--- config.mk ---
export PLATFORM = sky130hd
export DESIGN_NAME = pq_cmd_pacer
export DESIGN_NICKNAME = d
export VERILOG_FILES = /design/src/rtl/pq_cmd_pacer.sv
export SDC_FILE = /design/constraint.sdc
export NUM_CORES = 1
export LEC_CHECK = 0
export ABC_AREA = 1
export CELL_PAD_IN_SITES_DETAIL_PLACEMENT = 1
export CELL_PAD_IN_SITES_GLOBAL_PLACEMENT = 2
export CORE_ASPECT_RATIO = 1.75
export CORE_MARGIN = 1.5
export CORE_UTILIZATION = 42
export DETAILED_ROUTE_END_ITERATION = 8
export PLACE_DENSITY = 0.87
export SLEW_MARGIN = 20
export SYNTH_ARGS = -nofsm -noshare
export SYNTH_HDL_FRONTEND = slang
export SYNTH_SLANG_ARGS = --single-unit
--- constraint.sdc ---
create_clock -name clk -period 7.7 [get_ports clk]
set_input_delay 0.77 -clock clk [delete_from_list [all_inputs] [get_ports clk]]
set_output_delay 0.77 -clock clk [all_outputs]
set_load 0.02 [all_outputs]
--- src/rtl/pq_cmd_pacer.sv ---
// pq_cmd_pacer: buffers ENQ/DEQ/REPLACE commands and issues them to the heap PQ
// at a fixed minimum spacing. Define PQ_PACER_STATS_EN to add n_enq/n_deq/n_drop.
module pq_cmd_pacer #(
   parameter int KEY_WIDTH  = 8,
   parameter int VAL_WIDTH  = 8,
   parameter int FIFO_DEPTH = 8,
   parameter int OP_SPACE   = 4,
   parameter int PQ_CAP     = 15,
   localparam int KVW = KEY_WIDTH + VAL_WIDTH,
   localparam int CW  = $clog2(PQ_CAP + 1)
) (
   input  logic           clk,
   input  logic           rst,
   input  logic           s_valid,
   output logic           s_ready,
   input  logic [1:0]     s_op,
   input  logic [KVW-1:0] s_kv,
   output logic           pq_enq,
   output logic           pq_deq,
   output logic [KVW-1:0] pq_kvi,
   input  logic           pq_full,
   output logic [CW-1:0]  count,
   output logic           err_drop,
   output logic           busy
`ifdef PQ_PACER_STATS_EN
   ,
   output logic [15:0]    n_enq,
   output logic [15:0]    n_deq,
   output logic [15:0]    n_drop
`endif
);

   localparam int AW = $clog2(FIFO_DEPTH);
   localparam int GW = $clog2(OP_SPACE + 1);

   localparam logic [1:0] IDLE  = 2'd0;
   localparam logic [1:0] ISSUE = 2'd1;
   localparam logic [1:0] GAP   = 2'd2;

   localparam logic [1:0] OP_NOP = 2'd0;
   localparam logic [1:0] OP_ENQ = 2'd1;
   localparam logic [1:0] OP_DEQ = 2'd2;
   localparam logic [1:0] OP_REP = 2'd3;

   logic [1:0]     op_mem [FIFO_DEPTH];
   logic [KVW-1:0] kv_mem [FIFO_DEPTH];
   logic [AW-1:0]  wr_ptr;
   logic [AW-1:0]  rd_ptr;
   logic [AW:0]    fcnt;
   logic           fifo_full;
   logic           fifo_empty;
   logic           push;
   logic           pop;
   logic [1:0]     head_op;
   logic [KVW-1:0] head_kv;

   logic [1:0]     state;
   logic [GW-1:0]  gap_cnt;
   logic           room;
   logic           issue_enq;
   logic           issue_deq;
   logic           drop;

   assign fifo_full  = (fcnt == (AW+1)'(FIFO_DEPTH));
   assign fifo_empty = (fcnt == '0);
   assign s_ready    = !fifo_full;
   assign push       = s_valid && s_ready;
   assign head_op    = op_mem[rd_ptr];
   assign head_kv    = kv_mem[rd_ptr];
   assign room       = (count != CW'(PQ_CAP)) && !pq_full;
   assign busy       = !fifo_empty || (state != IDLE);

   // Command storage: payload only, no reset needed
   always_ff @(posedge clk) begin
      if (push) begin
         op_mem[wr_ptr] <= s_op;
         kv_mem[wr_ptr] <= s_kv;
      end
   end

   // FIFO pointers and fill level
   always_ff @(posedge clk or posedge rst) begin
      if (rst) begin
         wr_ptr <= '0;
         rd_ptr <= '0;
         fcnt   <= '0;
      end else begin
         if (push) wr_ptr <= wr_ptr + AW'(1);
         if (pop)  rd_ptr <= rd_ptr + AW'(1);
         fcnt <= fcnt + (AW+1)'(push) - (AW+1)'(pop);
      end
   end

   // Head decode: decide pop/issue/drop while idle
   always_comb begin
      pop       = 1'b0;
      issue_enq = 1'b0;
      issue_deq = 1'b0;
      drop      = 1'b0;
      if (state == IDLE && !fifo_empty) begin
         unique case (head_op)
            OP_NOP: pop = 1'b1;
            OP_ENQ: begin
               if (room) begin
                  pop       = 1'b1;
                  issue_enq = 1'b1;
               end
            end
            OP_DEQ: begin
               pop = 1'b1;
               if (count == '0) drop = 1'b1;
               else issue_deq = 1'b1;
            end
            OP_REP: begin
               pop       = 1'b1;
               issue_enq = 1'b1;
               issue_deq = (count != '0);
            end
         endcase
      end
   end

   // Spacing FSM: one strobe cycle then a gap of OP_SPACE-1 edges overall
   always_ff @(posedge clk or posedge rst) begin
      if (rst) begin
         state   <= IDLE;
         gap_cnt <= '0;
      end else begin
         unique case (state)
            IDLE: begin
               if (issue_enq || issue_deq) state <= ISSUE;
            end
            ISSUE: begin
               if (OP_SPACE == 1) begin
                  state <= IDLE;
               end else begin
                  gap_cnt <= GW'(OP_SPACE - 2);
                  state   <= GAP;
               end
            end
            GAP: begin
               gap_cnt <= gap_cnt - GW'(1);
               if (gap_cnt <= GW'(1)) state <= IDLE;
            end
            default: state <= IDLE;
         endcase
      end
   end

   // Registered PQ strobes, payload and occupancy tracking
   always_ff @(posedge clk or posedge rst) begin
      if (rst) begin
         pq_enq   <= 1'b0;
         pq_deq   <= 1'b0;
         pq_kvi   <= '0;
         err_drop <= 1'b0;
         count    <= '0;
      end else begin
         pq_enq   <= issue_enq;
         pq_deq   <= issue_deq;
         err_drop <= drop;
         if (issue_enq) pq_kvi <= head_kv;
         if (issue_enq && !issue_deq) count <= count + CW'(1);
         else if (issue_deq && !issue_enq) count <= count - CW'(1);
      end
   end

`ifdef PQ_PACER_STATS_EN
   // Saturating operation statistics
   always_ff @(posedge clk or posedge rst) begin
      if (rst) begin
         n_enq  <= '0;
         n_deq  <= '0;
         n_drop <= '0;
      end else begin
         if (issue_enq && n_enq != 16'hFFFF) n_enq <= n_enq + 16'd1;
         if (issue_deq && n_deq != 16'hFFFF) n_deq <= n_deq + 16'd1;
         if (drop && n_drop != 16'hFFFF) n_drop <= n_drop + 16'd1;
      end
   end
`endif

endmodule
Yosys cells after proc, flatten, opt, wreduce, memory -nomap -nowiden
Memories as Yosys holds them, arrays and structs flattened. A register that Yosys moved wholly into a read port is not among the register bits.
Cells that the tools add are included.
- output and inout bits: 25
- bits in registers: 22
- memories: 2
- input bits: 22
- RAM bits: 144
- logic and storage cells: 69
- memory list (memory ; depth ; width ; rd ports ; clocked after memory_dff ; wr ports ; RTL line ; source):
    kv_mem ; 8 ; 16 ; 1 ; 1 ; 1 ; 46 ; logic [KVW-1:0] kv_mem [FIFO_DEPTH];
    op_mem ; 8 ; 2 ; 1 ; 0 ; 1 ; 45 ; logic [1:0] op_mem [FIFO_DEPTH];
- reduce and logical (&&, ||, !) cells: 22
- muxes and demuxes: 19
- $add $sub $neg: 7
- $lt $le $gt $ge: 1
- eq/ne operators: 9
- operators by type and width (kind ; count):
    1-bit 2-to-1 mux ; 10
    4-bit zero test ; 2
    4-bit 2-to-1 mux ; 2
    3-bit by 1-bit adder with 3-bit output (second input constant) ; 2
    2-bit == test (second input constant) ; 3
    1-bit case mux with 2 select lines ; 3
    2-bit case mux with 3 select lines ; 1
    3-bit case mux with 2 select lines ; 1
    2-bit nonzero test ; 3
    1-bit logical AND ; 5
    1-bit zero test ; 5
    4-bit by 1-bit adder with 4-bit output ; 1
    4-bit by 1-bit adder with 4-bit output (second input constant) ; 1
    2-bit by 1-bit == test with 1-bit output (second input constant) ; 2
    4-bit == test (second input constant) ; 1
    2-bit zero test ; 2
    2-bit 2-to-1 mux ; 2
    4-bit != test (second input constant) ; 1
    4-bit nonzero test ; 1
    4-bit by 1-bit subtractor with 4-bit output ; 1
    4-bit by 1-bit subtractor with 4-bit output (second input constant) ; 1
    3-bit by 1-bit <= comparator with 1-bit output (second input constant) ; 1
    3-bit OR reduction ; 1
    3-bit by 1-bit subtractor with 3-bit output (second input constant) ; 1
    4 further kinds ; 5

Longest topological paths before layout
Gate-level depths: netlist of run 1.
- depth in word-level cells: 9
- mapped depth: 18
- gate-level depth less buffers: 16

Least setup slack after synthesis of run 1
No wires, ideal clock.
- kind: register to register
- start point: register rd_ptr[0]
- end point: register count[3]
- arrival time: 2391 ps
- library setup time: 131 ps
- clock period less this slack: 2521 ps
- path buffers: 2
- data required time: 7569 ps
- cell stages (with the launch flop): 19
- setup slack: 5179 ps
- path through: dfrtp_1 -> inv_2 -> buf_6 -> nand2_1 -> nand3_1 -> nand2_1 -> nand2_1 -> nand2_4 -> nand3_4 -> buf_6 -> inv_2 -> ha_1 -> inv_1 -> ha_1 -> a21oi_1 -> nand2_1 -> a21oi_1 -> o21ai_0 -> xnor2_1
- longest elaborated chain between the ends: 7
- elaborated cells on any way between the ends: 14
- those cells by class: 3 x eq/ne; 5 x mux; 5 x reduce/logical; 1 x memory
- RTL lines (what ; RTL line ; source):
    from (decl) ; 48 ; logic [AW-1:0] rd_ptr;
    from (signal assigned) ; 89 ; if (pop) rd_ptr <= rd_ptr + AW'(1);
    memory read 8 x 2 bit * ; - ;
    2-bit == test / 2-bit by 1-bit == test with 1-bit output (equally long branches) ; 101 ; unique case (head_op)
    1-bit case mux with 2 select lines * ; 101 ;
    1-bit 2-to-1 mux * ; 100 ; if (state == IDLE && !fifo_empty) begin
    named net issue_enq ; 60 ; logic issue_enq;
    1-bit zero test ; 164 ; else if (issue_deq && !issue_enq) count <= count - CW'(1);
    1-bit logical AND ; 164 ;
    2-bit nonzero test (no line) ; - ;
    to (signal assigned) ; 163 ; if (issue_enq && !issue_deq) count <= count + CW'(1);
    to (signal assigned) ; 164 ;
    to (decl) ; 22 ; output logic [CW-1:0] count,
Mark *: on every way through the listed nets, which the timed path passes. The rest lies on a longest branch.
A chain may end at the register's enable or synchronous reset.

Worst setup path after layout of run 1
Ends and elaborated chain as after synthesis.

==> results of run 1 <==
## how the worst min path moves through the flow
| stage | to | from | slack [ns] |
|---|---|---|---|
| after floorplan | gap_cnt[0] | gap_cnt[0] | 0.46 |
| after global placement | pq_kvi[7] | pq_kvi[7] | 0.46 |
| after detailed placement | pq_kvi[7] | pq_kvi[7] | 0.47 |
| after CTS | pq_kvi[7] | pq_kvi[7] | 0.48 |
| after global routing | pq_kvi[7] | pq_kvi[7] | 0.51 |
| final | pq_kvi[3] | pq_kvi[3] | 0.47 |
## registers in the layout, summed over array words and instances, names as in the netlist
signal,cells
count,4
err_drop,1
fcnt,4
gap_cnt,3
kv_mem,128
op_mem,16
pq_deq,1
pq_enq,1
pq_kvi,16
rd_ptr,3
state,2
wr_ptr,3
## cells in the mapped netlist (2+ instances only)
library cell,number
nand2_1,311
edfxtp_1,144
inv_1,90
dfrtp_1,38
o21ai_1,36
nand3_1,21
nand4_1,18
o21ai_0,17
ha_1,16
nor2_1,15
clkbuf_1,11
nand2_2,9
buf_4,8
a21oi_1,7
buf_2,6
xnor2_1,4
buf_1,3
buf_6,3
xor2_1,3
fa_1,2
inv_2,2
nand2_4,2
## per-layer routing
| layer | up-vias | routed length [um] | track usage [%] |
|---|---|---|---|
| li1 | 2604 | - | - |
| met1 | 2689 | 7320 | 22.1 |
| met2 | 79 | 11000 | 40.2 |
| met3 | 26 | 459 | 3.91 |
| met4 | 0 | 460 | 9.17 |
| met5 | - | 0 | 0 |
## metrics by stage
stage	hold WS [ns]	power (W)	setup slack [ns]	area [um2]
finish	0.475	0.00362	3.91	9240
floorplan	0.457	0.00235	5.18	7990
global route	0.508	0.00388	3.56	9240
CTS	0.482	0.00366	3.42	9210
detailed placement	0.466	0.00282	3.46	8660
global placement	0.462	0.00274	3.67	8660
## layout by cell type (no fill, tap or decap), drive strengths merged, types with 2 or more instances in the layout
cell,n
a21oi,7
buf,13
bufinv,2
clkbuf,21
clkdlybuf4s50,46
clkinv,6
clkinvlp,3
dfrtp,38
edfxtp,144
fa,2
ha,16
inv,92
nand2,322
nand3,23
nand4,18
nor2,15
o21ai,53
xnor2,4
xor2,3
## kinds of logic after synthesis
family / share of synthesized area (%)
and+or+nand+nor: 19.6
adders and majority gates: 3.01
xor gates and xnor gates: 0.768
AOI/OAI and AO/OA: 4.01
buffers and inverters: 6.58
DFF: 66.0
## worst register-to-register path, stage by stage (launching register included)
cell     delay [ns]
dfrtp_4        0.77
buf_16         0.32
inv_2          0.28
nand2_1        0.15
nand3_1        0.10
nand2_1        0.13
nand2_1        0.09
nand2_4        0.24
nand3_4        0.26
inv_2          0.13
ha_1           0.14
inv_1          0.09
ha_1           0.34
a21oi_1        0.14
nand2_1        0.08
a21oi_1        0.12
o21ai_0        0.12
xnor2_1        0.14
## final cells by class
cell class              instances  area (um2)  area share (%)
clock inverters                10         108            1.16
clock buffers                  21         440            4.77
repair buffers                 59         578            6.26
multi-input cells             468        2190            23.7
flip-flops and latches        182        5280            57.1
inverters                      93         349            3.78
well taps                     238         298            3.22
## power by group
part	leakage, nW	switching, W	internal [W]	total (W)
combinational	1.95	0.000909	0.000466	0.00137
clock	0.256	0.000349	0.000472	0.000821
sequential	1.78	0.000147	0.00127	0.00142
total	3.98	0.00140	0.00221	0.00362
==> results.md, run 1 <==
- Synth area leader: edfxtp_1
- CP endpoint kind: flip-flop
- Nets: 861
- Final ANT Viol Nets: 0
- CTS max path bufs: 2
- Endpoints failing hold: 0
- Critical path, cell by cell: buf_16 > inv_2 > nand2_1 > nand3_1 > nand2_1 > nand2_1 > nand2_4 > nand3_4 > inv_2 > ha_1 > inv_1 > ha_1 > a21oi_1 > nand2_1 > a21oi_1 > o21ai_0 > xnor2_1
- Max-slew violations: 0
- Final period util: 49.2%
- Relative slew slack: 44.3%
- Reg2reg path depth: 17
- Worst-Margin Slew: 0.835 ns
- Ant. Diodes: 0
- # fillers: 2094
- Netlist Area Pre-Place: 7990 um2
- Post-route minimum period: 3.79 ns
- Reg2reg setup slack: 3.91 ns
- Syn Nets: 814
- WP data required: 8.01 ns
- Most used cell, CP: nand2_1
- Setup repair bufs after CTS: 0
- Clock latency on the worst-skew pair: 0.43 ns
- CP startpoint: rd_ptr[0]
- Routed wire length: 19300 um
- EDFF count, synth: 144
- Initial antenna violation count: 0
- Die H: 185 um
- Unique masters post-synth: 30
- Critical Setup Path Class: flip-flop to flip-flop
- Routed via count: 5398
- WHS Path Cells: 2
- IO Pins: 47
- Routed WL per cell: 18.0 um
- Max-capacitance violation count: 0
- Placed cells: 1039
- Crit Reg-Reg Startpoint: rd_ptr[0]
- PwrDens: 391 nW/um2
- CP arrival: 4.09 ns
- Layout Cells excl Fill: 1071
- Clk slew on worst S/H paths: 0.07 ns
- Post-cts gate resize count: 0
- Drt initial violations: 232
- Leakage power: 3.98 nW
- Fin Setup TNS: 0 ns
- Clock sink total: 182
- Crit-path max FO: 72
- Drt pass-1 iters: 6
- Worst r2r dst: count[3]
- Layout Utilization: 49.7%
- RSZ-0062 raised after global routing: no
- Cells after synthesis: 774
- Synth top area cells: edfxtp_1 54%, nand2_1 15%, dfrtp_1 12%, inv_1 4.2%, ha_1 2.5%
- # hold bufs at CTS: 0
- Avg Synthesized Cell Area: 10.3 um2
- Setup crit start kind: flip-flop
- Worst path bufs/invs: 4
- Gpl congestion: 0.780
- Largest delay share family, worst path: simple AND/OR/NAND/NOR gates
- Fraction of layout cells with a size suffix above 1: 6.60%
- Die area: 19900 um2
- Gr ovfl total: 0
- GRT Total Usage: 21.1%
- Post-route DRC: 0
- Outcome: finished clean
- TritonCTS Buffers: 17
- CP Capture Point: count[3]
- Final setup fails: 0
- Flops & latches, synth: 182
- Root Driver: clkbuf_16
- Number of global-route vias before repair: 5830
- YS warnings: 0
- Core area: 18600 um2
- Asr flop ratio synth: 20.9%
- Vias per cell: 5.04
- Peak Freq: 264 MHz
- Die width: 107 um
- I/O Buffers: 46
- Starting Density: 43.0%
- # H-tree levels: 4
- Top_reg_cell synth: edfxtp_1
- Max IR drop VDD: 0.000195 V
- Hpwl dp: 12500 um
- Worst stage delay on the critical path: 0.77 ns
- Synth-to-layout area growth: 15.7%
- Sequential element share of the synthesized area: 66.0%
- CTS tree: done
- Clock skew: 0.00760 ns
- First-pass GRT wire length: 30700 um
- Slowest CP cell: dfrtp_4
- Post-synth top area share: 54.1%
- Largest net degree at the start of global routing: 124
- Std-Cell Rows: 66
- WP depth: 17
- Worst hold path class: flip-flop to flip-flop
(Power assumes the default switching activity.)
==> run 2, diff against run 1 <==
--- a/config.mk
+++ b/config.mk
@@ -10,9 +10,9 @@
 export CELL_PAD_IN_SITES_GLOBAL_PLACEMENT = 2
 export CORE_ASPECT_RATIO = 1.75
 export CORE_MARGIN = 1.5
-export CORE_UTILIZATION = 42
+export CORE_UTILIZATION = 35
 export DETAILED_ROUTE_END_ITERATION = 8
-export PLACE_DENSITY = 0.87
+export PLACE_DENSITY = 0.78
 export SLEW_MARGIN = 20
 export SYNTH_ARGS = -nofsm -noshare
 export SYNTH_HDL_FRONTEND = slang
==> constraint.sdc (replaced) <==
create_clock -name clk -period 3.1 [get_ports clk]
set_input_delay 0.31 -clock clk [delete_from_list [all_inputs] [get_ports clk]]
set_output_delay 0.31 -clock clk [all_outputs]
set_load 0.02 [all_outputs]
==> results.md, run 2 (synthesis gave the netlist of run 1 again) <==
- Crit Reg-Reg Startpoint: rd_ptr[0] (unchanged)
- CTS tree: done (unchanged)
- Clock sink total: 182 (unchanged)
- Largest delay share family, worst path: simple AND/OR/NAND/NOR gates (unchanged)
- Starting Density: 35.4% (was 43.0%)
- Outcome: finished clean (unchanged)
- Leakage power: 4.01 nW (was 3.98 nW)
- Max FFs per register: 128 (unchanged)
- Max-capacitance violation count: 0 (unchanged)
- First-pass GRT wire length: 29500 um (was 30700 um)
- Worst stage delay on the critical path: 0.58 ns (was 0.77 ns)
- Layout Cells excl Fill: 1144 (was 1071)
- Most common cell after layout, fill and taps aside: nand2_1 (unchanged)
- Worst path bufs/invs: 3 (was 4)
- Hold_ws: 0.362 ns (was 0.475 ns)
- Std-Cell Rows: 73 (was 66)
- Critical path, cell by cell: inv_2 > nand2_1 > nand3_1 > nand3_1 > nand2_2 > nand2_4 > nand3_4 > inv_2 > ha_1 > inv_1 > ha_1 > a21oi_1 > nand2_1 > a21oi_1 > o21ai_0 > xnor2_1 (was buf_16 > inv_2 > nand2_1 > nand3_1 > nand2_1 > nand2_1 > nand2_4 > nand3_4 > inv_2 > ha_1 > inv_1 > ha_1 > a21oi_1 > nand2_1 > a21oi_1 > o21ai_0 > xnor2_1)
- Gr ovfl total: 0 (unchanged)
- Synth-to-layout area growth: 17.7% (was 15.7%)
- CP endpoint kind: flip-flop (unchanged)
- GRT Total Usage: 17.0% (was 21.1%)
- GR Util met2: 32.1% (was 40.2%)
- Setup repair bufs after CTS: 0 (unchanged)
- Most frequent cells in the layout: 311 x nand2_1, 144 x edfxtp_1, 90 x inv_1 (unchanged)
- Critical Setup Path Class: flip-flop to flip-flop (unchanged)
- DP Area: 8840 um2 (was 8660 um2)
- # H-tree levels: 4 (unchanged)
- Die H: 203 um (was 185 um)
- CP arrival: 3.08 ns (was 4.09 ns)
- WP data required: 3.42 ns (was 8.01 ns)
- Routed via count: 5260 (was 5398)
- Root Driver: clkbuf_16 (unchanged)
- CTS max path bufs: 2 (unchanged)
- Post-route minimum period: 2.75 ns (was 3.79 ns)
- Max-slew violations: 0 (unchanged)
- Gpl congestion: 0.710 (was 0.780)
- Biggest registers after layout: kv_mem x128, op_mem x16, pq_kvi x16 (unchanged)
- Final setup fails: 0 (unchanged)
- Setup crit start kind: flip-flop (unchanged)
- Drt pass-1 iters: 4 (was 6)
- RSZ-0062 raised after global routing: no (unchanged)
- Clk slew on worst S/H paths: 0.06 ns (was 0.07 ns)
- Clock latency on the worst-skew pair: 0.44 ns (was 0.43 ns)
- Worst hold path class: primary input to asynchronous set/reset pin (was flip-flop to flip-flop)
- Vias per cell: 4.60 (was 5.04)
- Clock skew: 0.00609 ns (was 0.00760 ns)
- Hpwl dp: 12300 um (was 12500 um)
- Nets: 871 (was 861)
- Largest net degree at the start of global routing: 92 (was 124)
- Routing usage on met1: 18.1% (was 22.1%)
- Design Area, Final: 9400 um2 (was 9240 um2)
- TritonCTS Buffers: 17 (unchanged)
- Crit-path max FO: 19 (was 72)
- Fraction of layout cells with a size suffix above 1: 9.24% (was 6.60%)
- Peak Freq: 363 MHz (was 264 MHz)
- Endpoints failing hold: 0 (unchanged)
- Met3 usage: 3.46% (was 3.91%)
- Post-cts gate resize count: 0 (unchanged)
- Worst-Margin Slew: 0.890 ns (was 0.835 ns)
- # hold bufs at CTS: 0 (unchanged)
- Routed wire length: 18200 um (was 19300 um)
- IO Pins: 47 (unchanged)
- Ant. Diodes: 0 (unchanged)
- CP startpoint: rd_ptr[0] (unchanged)
- Die area: 23800 um2 (was 19900 um2)
- Drt initial violations: 161 (was 232)
- Relative slew slack: 40.6% (was 44.3%)
- Largest Register: kv_mem (unchanged)
- Post-route DRC: 0 (unchanged)
- Most used routing layer: met2 (unchanged)
- PwrDens: 951 nW/um2 (was 391 nW/um2)
- Routed WL per cell: 15.9 um (was 18.0 um)
- Placed cells: 1112 (was 1039)
- Final period util: 88.8% (was 49.2%)
- Number of global-route vias before repair: 5530 (was 5830)
- Fin Setup TNS: 0 ns (unchanged)
- Die width: 117 um (was 107 um)
- Final ANT Viol Nets: 0 (unchanged)
- Core area: 22600 um2 (was 18600 um2)
- Slowest CP cell: dfrtp_4 (unchanged)
- Initial antenna violation count: 0 (unchanged)
- I/O Buffers: 46 (unchanged)
- Max IR drop VDD: 0.000409 V (was 0.000195 V)
[run 2: stage by stage]
step           utilization, %  worst slack, ns  total power [W]
2_1_floorplan               -            0.579          0.00585
3_3_place_gp             39.2            0.420          0.00699
3_5_place_dp             39.2            0.356          0.00706
4_1_cts                  41.7            0.336          0.00913
5_1_grt                  41.7           0.0917          0.00968
6_report                 41.7            0.348          0.00894
[run 2: worst paths after layout]
kind	endpoint	slack [ns]	cells after the start
min in group clk	pq_kvi[8]	0.47	2
max in group asynchronous	pq_kvi[7]	2.02	3
setup / recovery	count[3]	0.35	16
hold reg to reg	pq_kvi[8]	0.47	2
hold / removal	gap_cnt[1]	0.36	2
setup reg to reg	count[3]	0.35	16
[run 2: power breakdown]
part,switching [W],internal [W]
registers,0.000235,0.00317
clock network,0.000897,0.00112
logic,0.00231,0.00121
[run 2: layout make-up]
class / instances / area (um2)
Clock buffer: 21 / 450
Clock inverter: 11 / 105
Fill cell: 2544 / 13200
Inverter: 93 / 349
Multi-Input combinational cell: 468 / 2210
Sequential cell: 182 / 5280
Tap cell: 300 / 375
Timing Repair Buffer: 69 / 633
[run 2: per-layer routing]
| metal | vias to the layer above | wire (um) |
|---|---|---|
| met5 | - | 0 |
| met2 | 61 | 10300 |
| met4 | 0 | 327 |
| li1 | 2616 | - |
| met3 | 21 | 416 |
| met1 | 2562 | 7160 |
